**src/rtl/voice_scheduler_if.sv**
```systemverilog
// Configuration and voice-output bundle between the CPU bridge, the scheduler and the waveform datapath.
interface voice_scheduler_if #(
  parameter int unsigned NVOICES = 4,
  parameter int unsigned ACCW    = 16,
  parameter int unsigned WAVEW   = 4
);
  localparam int unsigned IDXW = (NVOICES > 1) ? $clog2(NVOICES) : 1;

  // frame trigger and config port
  logic             sample_clock;
  logic             cfg_we;
  logic [IDXW-1:0]  cfg_voice;
  logic [ACCW-1:0]  cfg_incr;
  logic [WAVEW-1:0] cfg_wave;
  logic             cfg_gate;
  logic             ovr_clr;

  // per-voice output stream and status
  logic             voice_valid;
  logic [IDXW-1:0]  voice_idx;
  logic [ACCW-1:0]  voice_phase;
  logic [WAVEW-1:0] voice_wave;
  logic             frame_done;
  logic             busy;
  logic             overrun;

  modport master (
    output sample_clock, cfg_we, cfg_voice, cfg_incr, cfg_wave, cfg_gate, ovr_clr,
    input  voice_valid, voice_idx, voice_phase, voice_wave, frame_done, busy, overrun
  );

  modport slave (
    input  sample_clock, cfg_we, cfg_voice, cfg_incr, cfg_wave, cfg_gate, ovr_clr,
    output voice_valid, voice_idx, voice_phase, voice_wave, frame_done, busy, overrun
  );
endinterface

```
**src/rtl/voice_scheduler.sv**
```systemverilog
// Time-multiplexed phase-accumulator sequencer: one shared adder walks every voice once per sample frame.
module voice_scheduler #(
  parameter int unsigned NVOICES = 4,
  parameter int unsigned ACCW    = 16,
  parameter int unsigned WAVEW   = 4
) (
  input logic             clk,
  input logic             rst,
  voice_scheduler_if.slave bus
);
  localparam int unsigned IDXW = (NVOICES > 1) ? $clog2(NVOICES) : 1;
  localparam logic [IDXW-1:0] LAST_IDX = IDXW'(NVOICES - 1);

  typedef enum logic {
    IDLE = 1'b0,
    RUN  = 1'b1
  } state_t;

  state_t state, state_nxt;
  logic [IDXW-1:0] cnt, cnt_nxt;
  logic            sc_q;

  logic [ACCW-1:0]    phase_mem [NVOICES];
  logic [ACCW-1:0]    incr_mem  [NVOICES];
  logic [WAVEW-1:0]   wave_mem  [NVOICES];
  logic [NVOICES-1:0] gate_mem;

  logic            start_c;
  logic            process_c;
  logic            last_c;
  logic            overrun_set_c;
  logic [ACCW-1:0] phase_nxt_c;

  // Rising-edge detect; sc_q resets high so a level already high at release is not an edge
  always_ff @(posedge clk or posedge rst) begin
    if (rst) sc_q <= 1'b1;
    else     sc_q <= bus.sample_clock;
  end

  assign start_c = bus.sample_clock & ~sc_q;

  // State and voice counter registers
  always_ff @(posedge clk or posedge rst) begin
    if (rst) begin
      state <= IDLE;
      cnt   <= '0;
    end else begin
      state <= state_nxt;
      cnt   <= cnt_nxt;
    end
  end

  // Next-state: a start in IDLE launches a frame, a start in RUN is dropped and flagged
  always_comb begin
    state_nxt     = state;
    cnt_nxt       = cnt;
    process_c     = 1'b0;
    last_c        = 1'b0;
    overrun_set_c = 1'b0;
    case (state)
      IDLE: begin
        if (start_c) begin
          state_nxt = RUN;
          cnt_nxt   = '0;
        end
      end
      RUN: begin
        process_c     = 1'b1;
        last_c        = (cnt == LAST_IDX);
        overrun_set_c = start_c;
        cnt_nxt       = cnt + IDXW'(1);
        if (last_c) begin
          state_nxt = IDLE;
          cnt_nxt   = '0;
        end
      end
      default: begin
        state_nxt = IDLE;
        cnt_nxt   = '0;
      end
    endcase
  end

  // Shared accumulator adder; gated-off voices collapse to zero when visited
  always_comb begin
    phase_nxt_c = '0;
    if (gate_mem[cnt]) phase_nxt_c = phase_mem[cnt] + incr_mem[cnt];
  end

  // Phase store, written only for the voice being processed
  always_ff @(posedge clk or posedge rst) begin
    if (rst) begin
      for (int i = 0; i < int'(NVOICES); i++) phase_mem[i] <= '0;
    end else if (process_c) begin
      phase_mem[cnt] <= phase_nxt_c;
    end
  end

  // Config store; a same-cycle write to the active voice lands after the old values were read
  always_ff @(posedge clk or posedge rst) begin
    if (rst) begin
      for (int i = 0; i < int'(NVOICES); i++) begin
        incr_mem[i] <= '0;
        wave_mem[i] <= '0;
      end
      gate_mem <= '0;
    end else if (bus.cfg_we) begin
      incr_mem[bus.cfg_voice] <= bus.cfg_incr;
      wave_mem[bus.cfg_voice] <= bus.cfg_wave;
      gate_mem[bus.cfg_voice] <= bus.cfg_gate;
    end
  end

  // Registered voice stream presented one cycle after processing
  always_ff @(posedge clk or posedge rst) begin
    if (rst) begin
      bus.voice_valid <= 1'b0;
      bus.voice_idx   <= '0;
      bus.voice_phase <= '0;
      bus.voice_wave  <= '0;
      bus.frame_done  <= 1'b0;
    end else begin
      bus.voice_valid <= process_c;
      bus.frame_done  <= last_c;
      if (process_c) begin
        bus.voice_idx   <= cnt;
        bus.voice_phase <= phase_nxt_c;
        bus.voice_wave  <= wave_mem[cnt];
      end else begin
        bus.voice_idx   <= '0;
        bus.voice_phase <= '0;
        bus.voice_wave  <= '0;
      end
    end
  end

  // Status flags; a new overrun beats a simultaneous clear
  always_ff @(posedge clk or posedge rst) begin
    if (rst) begin
      bus.busy    <= 1'b0;
      bus.overrun <= 1'b0;
    end else begin
      bus.busy <= (state_nxt == RUN);
      if (overrun_set_c)    bus.overrun <= 1'b1;
      else if (bus.ovr_clr) bus.overrun <= 1'b0;
    end
  end
endmodule

```
**src/flat_wrapper.sv**
```systemverilog
// flat-port wrapper written by rule: the top's interface ports become plain ports
module voice_scheduler_flat 
#(
  parameter int unsigned NVOICES = 4,
  parameter int unsigned ACCW    = 16,
  parameter int unsigned WAVEW   = 4
)
  (clk, rst, bus_sample_clock, bus_cfg_we, bus_cfg_voice, bus_cfg_incr, bus_cfg_wave, bus_cfg_gate, bus_ovr_clr, bus_voice_valid, bus_voice_idx, bus_voice_phase, bus_voice_wave, bus_frame_done, bus_busy, bus_overrun);
  voice_scheduler_if #(.NVOICES(NVOICES), .ACCW(ACCW), .WAVEW(WAVEW)) bus_i ();
  input logic clk;
  input logic rst;
  input wire logic [$bits(bus_i.sample_clock)-1:0] bus_sample_clock;
  input wire logic [$bits(bus_i.cfg_we)-1:0] bus_cfg_we;
  input wire logic [$bits(bus_i.cfg_voice)-1:0] bus_cfg_voice;
  input wire logic [$bits(bus_i.cfg_incr)-1:0] bus_cfg_incr;
  input wire logic [$bits(bus_i.cfg_wave)-1:0] bus_cfg_wave;
  input wire logic [$bits(bus_i.cfg_gate)-1:0] bus_cfg_gate;
  input wire logic [$bits(bus_i.ovr_clr)-1:0] bus_ovr_clr;
  output wire logic [$bits(bus_i.voice_valid)-1:0] bus_voice_valid;
  output wire logic [$bits(bus_i.voice_idx)-1:0] bus_voice_idx;
  output wire logic [$bits(bus_i.voice_phase)-1:0] bus_voice_phase;
  output wire logic [$bits(bus_i.voice_wave)-1:0] bus_voice_wave;
  output wire logic [$bits(bus_i.frame_done)-1:0] bus_frame_done;
  output wire logic [$bits(bus_i.busy)-1:0] bus_busy;
  output wire logic [$bits(bus_i.overrun)-1:0] bus_overrun;
  assign bus_i.sample_clock = bus_sample_clock;
  assign bus_i.cfg_we = bus_cfg_we;
  assign bus_i.cfg_voice = bus_cfg_voice;
  assign bus_i.cfg_incr = bus_cfg_incr;
  assign bus_i.cfg_wave = bus_cfg_wave;
  assign bus_i.cfg_gate = bus_cfg_gate;
  assign bus_i.ovr_clr = bus_ovr_clr;
  assign bus_voice_valid = bus_i.voice_valid;
  assign bus_voice_idx = bus_i.voice_idx;
  assign bus_voice_phase = bus_i.voice_phase;
  assign bus_voice_wave = bus_i.voice_wave;
  assign bus_frame_done = bus_i.frame_done;
  assign bus_busy = bus_i.busy;
  assign bus_overrun = bus_i.overrun;
  voice_scheduler #(.NVOICES(NVOICES), .ACCW(ACCW), .WAVEW(WAVEW)) u_core (.clk(clk), .rst(rst), .bus(bus_i));
endmodule
```
**config.mk**
```make
export PLATFORM = sky130hd
export DESIGN_NAME = voice_scheduler_flat
export DESIGN_NICKNAME = d
export VERILOG_FILES = /design/src/rtl/voice_scheduler_if.sv /design/src/rtl/voice_scheduler.sv /design/src/flat_wrapper.sv
export SDC_FILE = /design/constraint.sdc
export NUM_CORES = 1
export LEC_CHECK = 0
export BUFFER_PORTS_ARGS = -buffer_cell sky130_fd_sc_hd__buf_2
export CAP_MARGIN = 20
export CORE_MARGIN = 5
export CORE_UTILIZATION = 35
export DETAILED_ROUTE_END_ITERATION = 6
export PLACE_DENSITY_LB_ADDON = 0.2
export SLEW_MARGIN = 10
export SYNTH_ARGS = -nofsm -noshare
export SYNTH_HDL_FRONTEND = slang
export SYNTH_SLANG_ARGS = --single-unit
```
**constraint.sdc**
```tcl
create_clock -name clk -period 12.27 [get_ports clk]
set_clock_uncertainty 0.15 [all_clocks]
set_input_delay 0.6135 -clock clk [delete_from_list [all_inputs] [get_ports clk]]
set_output_delay 0.6135 -clock clk [all_outputs]
set_load 0.1 [all_outputs]
```
# --- After elaboration in Yosys (flattened, before gate mapping) ---
# Cells that the tools add are included.
totals:
  input_bits: 28
  memories: 0
  latchBits: 0
  out_inout_bits: 26
  ram_bits: 0
  mem_bits_ro: 0
  regBits: 177
op_classes:
  n_shift: 0
  n_mul: 0
  reduce_logical: 4
  n_lt_le_gt_ge: 7
  n_addsub: 2
  n_div: 0
  n_mux: 38
  n_bitwise: 5
  n_eq_ne: 2
ops:
  columns: ["cell", "count"]
  rows:
  - ["bitwise mux 64 bit", 2]
  - ["2-to-1 mux 16 bit", 8]
  - ["binary-select mux 16 bit (select 2 bit)", 2]
  - ["demux 16 bit (select 2 bit)", 2]
  - ["adder 16 bit", 1]
  - ["bitwise mux 16 bit", 1]
  - ["2-to-1 mux 4 bit", 4]
  - ["2-to-1 mux 1 bit", 9]
  - ["binary-select mux 4 bit (select 2 bit)", 1]
  - ["demux 4 bit (select 2 bit)", 1]
  - [">= comparator 3 bit (second input constant)", 2]
  - ["< comparator 2 x 3 -> 1 bit (second input constant)", 2]
  - ["< comparator 3 x 1 -> 1 bit (second input constant)", 2]
  - ["2-to-1 mux 2 bit", 3]
  - ["NOT 2 -> 3 bit", 2]
  - ["bitwise mux 4 bit", 1]
  - ["case mux 2 bit (2 select lines)", 1]
  - ["logical AND 1 bit", 3]
  - ["adder 2 x 1 -> 2 bit (second input constant)", 1]
  - ["binary-select mux 1 bit (select 2 bit)", 1]
  - ["demux 1 bit (select 2 bit)", 1]
  - ["== test 2 bit (second input constant)", 1]
  - [">= comparator 2 x 1 -> 1 bit (second input constant)", 1]
  - ["!= test 2 x 1 -> 1 bit (second input constant)", 1]
  - ["4 further kinds", 5]

# --- Logic depth before layout (Yosys ltp) ---
# Gate-level depths: netlist (run 1).
depth:
  ltp_word: 7
  mapped_depth: 11
  mapped_depth_nobuf: 8

# --- Worst setup path before layout (run 1) ---
# No wires, ideal clock.
synth_path:
  kind: "register to register"
  start: "register u_core.cnt[0]"
  end: "register u_core.bus.voice_phase[8]"
  required_time_ps: 12053
  path_slack_ps: 8906
  period_less_slack_ps: 3364
  path_buffers: 2
  setup_time_ps: 67
  stages_incl_launch_ff: 10
  t_arrival_ps: 3147
  cell_sequence: "dfrtp_1 buf_2 buf_2 mux4_2 fa_1 a21o_1 a221oi_4 o21ai_0 xor2_1 and3_1"
synth_between:
  elab_chain_cells: 7
synth_lines:
  columns: ["item", "line_no", "text"]
  rows:
  - ["start: declaration", "voice_scheduler.sv:20", "logic [IDXW-1:0] cnt, cnt_nxt;"]
  - ["start signal: assignment", "voice_scheduler.sv:49", "cnt <= cnt_nxt;"]
  - ["NOT 2 -> 3 bit (not written as such)", "voice_scheduler.sv:87", "if (gate_mem[cnt]) phase_nxt_c = phase_mem[cnt] + incr_mem[cnt];"]
  - ["binary-select mux 16 bit (select 2 bit)", "voice_scheduler.sv:87", null]
  - ["2-to-1 mux 16 bit (not written as such) (2 in a row)", "voice_scheduler.sv:87", null]
  - ["adder 16 bit", "voice_scheduler.sv:87", null]
  - ["2-to-1 mux 16 bit *", "voice_scheduler.sv:87", null]
  - ["2-to-1 mux 16 bit *", "voice_scheduler.sv:125", "if (process_c) begin"]
  - ["end signal: assignment", "voice_scheduler.sv:127", "bus.voice_phase <= phase_nxt_c;"]
  - ["end: declaration", "voice_scheduler_if.sv:34", "output voice_valid, voice_idx, voice_phase, voice_wave, frame_done, busy, overrun"]
# Every way passes the cells marked *; elsewhere a longest branch is shown, timed or not. The select of a mux whose other input is x is not followed.
# A chain may end at the register's enable or synchronous reset.

# --- Worst setup path in the final report (run 1) ---
layout_path:
  start: "register u_core.cnt[0]"
  end: "register u_core.phase_mem[60] in the netlist's numbering"
layout_between:
  elab_chain_cells: 7
layout_lines:
  columns: ["item", "line_no", "text"]
  rows:
  - ["NOT 2 -> 3 bit (not written as such)", "voice_scheduler.sv:87, voice_scheduler.sv:95", null]
  - ["binary-select mux 16 bit (select 2 bit)", "voice_scheduler.sv:87", null]
  - ["2-to-1 mux 16 bit (not written as such) (2 in a row)", "voice_scheduler.sv:87", null]
  - ["adder 16 bit", "voice_scheduler.sv:87", null]
  - ["2-to-1 mux 16 bit", "voice_scheduler.sv:87", null]
  - ["bitwise mux 64 bit *", "voice_scheduler.sv:95", "phase_mem[cnt] <= phase_nxt_c;"]
  - ["end signal: indexed assignment", "voice_scheduler.sv:95", null]
  - ["end: declaration", "voice_scheduler.sv:23", "logic [ACCW-1:0] phase_mem [NVOICES];"]
# Marks and branches as above.

==> results.yml, run 1 <==
run_status:
  outcome: "finished clean"
grt:
  track_usage_pct: 15.1
  grt_pass1_vias: 5621
  grt_overflow: 0
  grt_max_degree: 94
  antenna_found_initial: 2
  grt_pass1_wl_um: 31200
layout:
  area_delta_synth_final_pct: 14.9
  fin_util_pct: 40.8
  final.fill_count: 2233
  drive_above_1_share_pct: 34.0
  multi_input_area_um2: 3700
  n_antenna_cell: 0
  final_area_um2: 9540
  nNetsFinal: 734
  seq_area_um2: 4430
power_and_ir_drop:
  switchingPower_mw: 1.29
  p_per_area_nw_per_um2: 303
  comb_power_share_pct: 51.3
  seq_power_share_pct: 29.6
  swShare_pct: 44.4
  ir_drop_uv: 158
  cellLeakagePower_nw: 4.23
  clockPowerShare_pct: 19.1
  cell_internal_pwr_mw: 1.61
timing:
  hold_slack_ns: 0.143
  max_slew_margin_pct: 32.8
  finalMaxSlewViolations: 0
  fmax_mhz: 247
  fin_crit_sh_pct: 33.0
  hold_violations: 0
  fin_crit_ns: 4.05
  rsz0062_at_grt: "no"
  setup_viol: 0
  finalSetupTns_ns: 0
  tightest_slew_ns: 1.00
synth:
  synth_cell_types: 62
  syn_inst: 634
  yosysWarnings: 0
  async_flop_share_pct: 100
  synth-main-ff-cell: "dfrtp_1"
  synth-edff-count: 0
  syn-num-nets: 682
  ys_seq_area_share_pct: 53.3
  ys_ff_latch: 177
  synthesis.area_um2: 8310
  avgSynthCellArea_um2: 13.1
clock_tree:
  cts-resized-gates: 0
  holdBufCountCts: 0
  cts_buffer_depth: 2
  cts.sinks: 177
  post_cts_buffers: 0
  clkTransAtPathRegs_ns: 0.06
  numCtsBuffers: 17
  cts_tree: "yes"
  cts_max_level: 4
  clkLatencyLatePin_ns: 0.43
  cts-root-buf: "clkbuf_16"
critical_path:
  crit_path_cell_trace: "buf_4 -> mux4_2 -> ha_1 -> fa_1 -> a21o_1 -> a221oi_4 -> o211ai_2 -> a21oi_1 -> o31ai_1"
  crit_arrival_ns: 4.20
  cp.required_ns: 12.42
  r2r_start: "u_core.cnt[0]"
  crit_buf_inv: 1
  crit_fanout: 24
  critPathTopFamily: "compound AO/OA/AOI/OAI gates"
  path_class: "flop to flop"
  ff2ff_setup_slack_ns: 8.22
  cp-startpoint: "u_core.cnt[0]"
  cp-end-kind: "flop"
  cp_slowest_cell: "dfrtp_2"
  startpoint_type: "flop"
  crit_end: "u_core.phase_mem[60]"
  reg2regPathDepth: 9
  r2r-end: "u_core.phase_mem[60]"
  path_depth: 9
  slowest_delay_ns: 0.74
place:
  gp_congestion: 0.824
  placedInstanceArea_um2: 8920
  dpl.hpwl_um: 13100
  numPortBuffers: 53
die:
  initial_utilization_pct: 35.5
  die_h_um: 164
  die_area_um2: 26900
  ios: 54
  core_area_um2: 23400
  rows: 56
  fp.dieW_um: 164
drt:
  routed_via_density: 5.26
  wl_um: 19600
  wl_per_cell_um: 19.3
  drt_first_iter_violations: 263
  drt_first_pass_iters: 4
  drc: 0
  ant_nets: 0
  vias: 5346
worst_hold_path:
  hold_path.class: "input port to flop"
job:
  drv_cap: 0
[logic make-up (layout without fill, tap and decap cells)]
logic type | after synthesis | in the layout | synth area share (%)
simple gates | 137 | 137 | 7.94
xor+xnor | 11 | 11 | 1.25
buf+inv | 43 | 106 | 2.20
compound gates | 114 | 114 | 9.78
fa+ha+maj | 20 | 20 | 3.10
flops | 177 | 177 | 53.3
mux | 132 | 132 | 22.4
[final cells by class]
type | count | share of cell area [%]
inverter | 12 | 0.524
sequential | 177 | 46.4
clock inverter | 9 | 1.39
tap | 319 | 4.18
clock buffer | 21 | 4.82
multi-input combinational | 414 | 38.8
timing repair buffer | 64 | 3.85
[Yosys cell counts, drive strengths merged, types with 7 or more instances]
| cell type | instances | area [µm²] |
|---|---|---|
| a21oi | 24 | 135 |
| dfrtp | 176 | 4400 |
| xor2 | 7 | 61.3 |
| mux2 | 90 | 1010 |
| buf | 14 | 73.8 |
| and3 | 9 | 62.6 |
| nand2 | 64 | 243 |
| o31ai | 24 | 180 |
| nor2 | 18 | 67.6 |
| and2 | 10 | 62.6 |
| mux4 | 34 | 766 |
| o21ai | 26 | 134 |
| clkbuf | 17 | 63.8 |
| mux2i | 8 | 80.1 |
| inv | 11 | 41.3 |
| nor3 | 12 | 60.1 |
| ha | 19 | 238 |
| a22o | 9 | 78.8 |
[routing by layer]
metal,part of all wire [%],GRT usage (%)
met1,44,19.6
met2,49,25.0
met3,4.5,3.94
met4,1.8,4.84
met5,0.11,0
[state kept, by name, summed over array words and instances, names as in the netlist]
signal,cells
u_core.incr_mem,64
u_core.phase_mem,64
u_core.bus.voice_phase,16
u_core.wave_mem,16
u_core.bus.voice_wave,4
u_core.gate_mem,4
u_core.bus.voice_idx,2
u_core.cnt,2
u_core.bus.frame_done,1
u_core.bus.overrun,1
u_core.bus.voice_valid,1
u_core.sc_q,1
u_core.state,1
[worst min path at each step]
| stage | start | end | slack (ns) | cells after the start |
|---|---|---|---|---|
| after floorplan | u_core.phase_mem[19] | u_core.phase_mem[19] | 0.29 | 2 |
| after global placement | u_core.state | u_core.bus.voice_valid | 0.30 | 0 |
| after detailed placement | u_core.state | u_core.bus.voice_valid | 0.29 | 0 |
| after CTS | bus_sample_clock | u_core.sc_q | 0.13 | 1 |
| after global routing | bus_sample_clock | u_core.sc_q | 0.12 | 1 |
| final | bus_sample_clock | u_core.sc_q | 0.14 | 1 |
[worst register-to-register path: cells and delay by family (launching register included)]
| family | cells | cell delay [ns] |
|---|---|---|
| AO/OA/AOI/OAI | 5 | 1.26 |
| flip-flops | 1 | 0.74 |
| adder cells (fa/ha/maj) | 2 | 0.65 |
| multiplexers | 1 | 0.59 |
| buffers and inverters | 1 | 0.52 |
[cell usage in the layout (no fill, tap or decap), types with 3 or more instances in the layout]
master     synthesis  layout
mux2_2            90      90
bufinv_16          0       3
nor3_1            12      12
a221o_1            4       4
mux4_2            34      34
dfrtp_1          176     174
a41o_1             3       3
a22o_1             9       9
nand2_1           63      63
o21ai_0           24      24
nor4_1             4       4
xor2_1             7       7
buf_4              1      10
a21o_1             4       4
o21a_1             5       5
and2_1            10      10
nor2_1            18      18
nand3_1            5       5
xnor2_1            3       3
o31ai_1           24      24
mux2i_1            8       7
or3_1              3       3
inv_1             11      10
a21oi_1           22      22
and3_1             7       7
clkbuf_16          0      17
ha_1              19      19
buf_2              8      53
[through the flow]
stage | worst slack [ns] | total power [mW] | cells
finish | 8.22 | 2.89 | 1016
global placement | 8.22 | 2.31 | 985
floorplan | 6.71 | 2.00 | 634
CTS | 8.15 | 2.91 | 1015
detailed placement | 8.17 | 2.35 | 985
global route | 7.92 | 3.08 | 1016
[power groups by stage]
stage               Sequential [mW]  Combinational (mW)  Clock [mW]
floorplan                      1.01               0.987           0
global placement              0.857                1.45           0
detailed placement            0.865                1.49           0
CTS                           0.856                1.49       0.566
global route                  0.876                1.62       0.590
finish                        0.855                1.49       0.553
No activity file was read; power rests on OpenSTA's default activity.
==> run 2, diff against run 1 <==
Clock period 12.27 ns to 3.55 ns, I/O delays scaled along.
==> run 2 against run 1 <==
  * Die area unchanged
  * Worst hold slack worse by 0.079 ns
  * Clock power rose to 3.8 times the previous value
  * Critical endpoint is now u_core.phase_mem[12]
  * Largest power group unchanged
  * Highest routed layer is now met4
==> results.yml, run 2 (same netlist as run 1, synthesis figures left out) <==
clock_tree:
  cts.sinks: 177
  numCtsBuffers: 17
  cts_buffer_depth: 2
  cts_max_level: 4
  clkLatencyLatePin_ns: 0.43
  post_cts_buffers: 0
  cts_tree: "yes"
  clkTransAtPathRegs_ns: 0.07
  cts-root-buf: "clkbuf_16"
die:
  die_area_um2: 26900
  fp.dieW_um: 164
  rows: 56
  initial_utilization_pct: 35.5
  core_area_um2: 23400
  die_h_um: 164
  ios: 54
place:
  numPortBuffers: 53
  gp_congestion: 0.945
  dpl.cell_count: 1004
  dpl.hpwl_um: 14400
power_and_ir_drop:
  ir_drop_uv: 499
  p_per_area_nw_per_um2: 1060
  cellLeakagePower_nw: 4.46
critical_path:
  crit_arrival_ns: 3.52
  crit_fanout: 10
  cp.required_ns: 3.70
  path_class: "flop to flop"
  startpoint_type: "flop"
  cp-end-kind: "flop"
layout:
  final.fill_count: 2194
  fin_cells: 1060
  nNetsFinal: 776
  seq_area_um2: 4440
  reg_top3: "u_core.incr_mem x64, u_core.phase_mem x64"
  multi_input_area_um2: 3710
  fin_util_pct: 42.9
  final_common_cell: "dfrtp_1"
  area_delta_synth_final_pct: 20.7
  n_antenna_cell: 0
  drive_above_1_share_pct: 35.2
  layout_common_cells: "dfrtp_1, mux2_2, nand2_1"
run_status:
  outcome: "finished clean"
grt:
  antenna_found_initial: 0
  grt_pass1_wl_um: 33000
  track_usage_pct: 15.9
  grt_max_degree: 113
  grt_overflow: 0
  grt_pass1_vias: 5819
timing:
  max_slew_margin_pct: 49.4
  fin_crit_ns: 3.37
  fin_crit_sh_pct: 94.9
  fmax_mhz: 297
  tightest_slew_ns: 0.759
  hold_violations: 0
  setup_viol: 0
  rsz0062_at_grt: "no"
  finalMaxSlewViolations: 0
  finalSetupTns_ns: 0
drt:
  top_layer: "met4"
  wl_um: 20300
  dr_wl_met3_um: 979
  drt_first_pass_iters: 5
  ant_nets: 0
  wl_per_cell_um: 19.2
  drt_first_iter_violations: 551
  wl_met2_um: 9580
  drc: 0
  routed_via_density: 5.23
  vias: 5539
  wl_met1_um: 9290
job:
  drv_cap: 0
worst_hold_path:
  hold_path.class: "input port to async pin"
[run 2: final timing paths]
kind / slack, ns / from / cells past startpoint / end
min: 0.06 / rst / 3 / u_core.phase_mem[3]
max: 0.18 / u_core.cnt[0] / 8 / u_core.phase_mem[12]
min in group clk: 0.27 / bus_sample_clock / 2 / u_core.sc_q
max reg2reg: 0.18 / u_core.cnt[0] / 8 / u_core.phase_mem[12]
max in group asynchronous: 2.34 / rst / 4 / u_core.incr_mem[61]
min reg2reg: 0.33 / u_core.phase_mem[41] / 2 / u_core.phase_mem[41]
[run 2: stage by stage]
| stage | hold WS, ns | area (µm²) | power [mW] | worst slack [ns] |
|---|---|---|---|---|
| final | 0.0639 | 10000 | 10.6 | 0.182 |
| after global routing | 0.0707 | 10000 | 11.3 | 0.0226 |
| after CTS | 0.0537 | 10000 | 10.6 | 0.0135 |
| after detailed placement | -0.0521 | 9100 | 8.43 | 0.0293 |
| after global placement | -0.0481 | 9100 | 8.32 | 0.0998 |
| after floorplan | 0.0320 | 8310 | 6.91 | 0.186 |
[run 2: what timing repair did]
item / in CTS / in global routing
resized for setup: 0 / 7
hold buffers: 24 / 0
setup endpoints to repair: 0 / 30
endpoints found under the hold margin: 262 / 0
[run 2: power breakdown]
group,total [mW],internal [mW],switching (mW)
registers,2.97,2.60,0.366
logic,5.50,2.04,3.46
clock network,2.12,1.28,0.837
[run 2: per-layer routing]
| metal | vias up | GRT usage (%) |
|---|---|---|
| met4 | 0 | 4.84 |
| li1 | 2535 | - |
| met5 | - | 0 |
| met2 | 139 | 24.8 |
| met3 | 26 | 3.71 |
| met1 | 2839 | 22.2 |
[run 2: area by class of cell]
cell class	count	area share, %
Multi-Input combinational cell	414	37.0
Inverter	12	0.487
Clock buffer	18	4.38
Sequential cell	177	44.3
Timing Repair Buffer	106	7.66
Tap cell	319	3.98
Clock inverter	14	2.23
[run 2: worst max-delay path: stages (launching register included)]
cell      delay [ns]
dfrtp_4         0.54
buf_4           0.23
mux4_2          0.56
fa_1            0.44
a21o_1          0.22
a221oi_4        0.37
o211ai_2        0.15
a21oi_1         0.43
o31ai_1         0.13
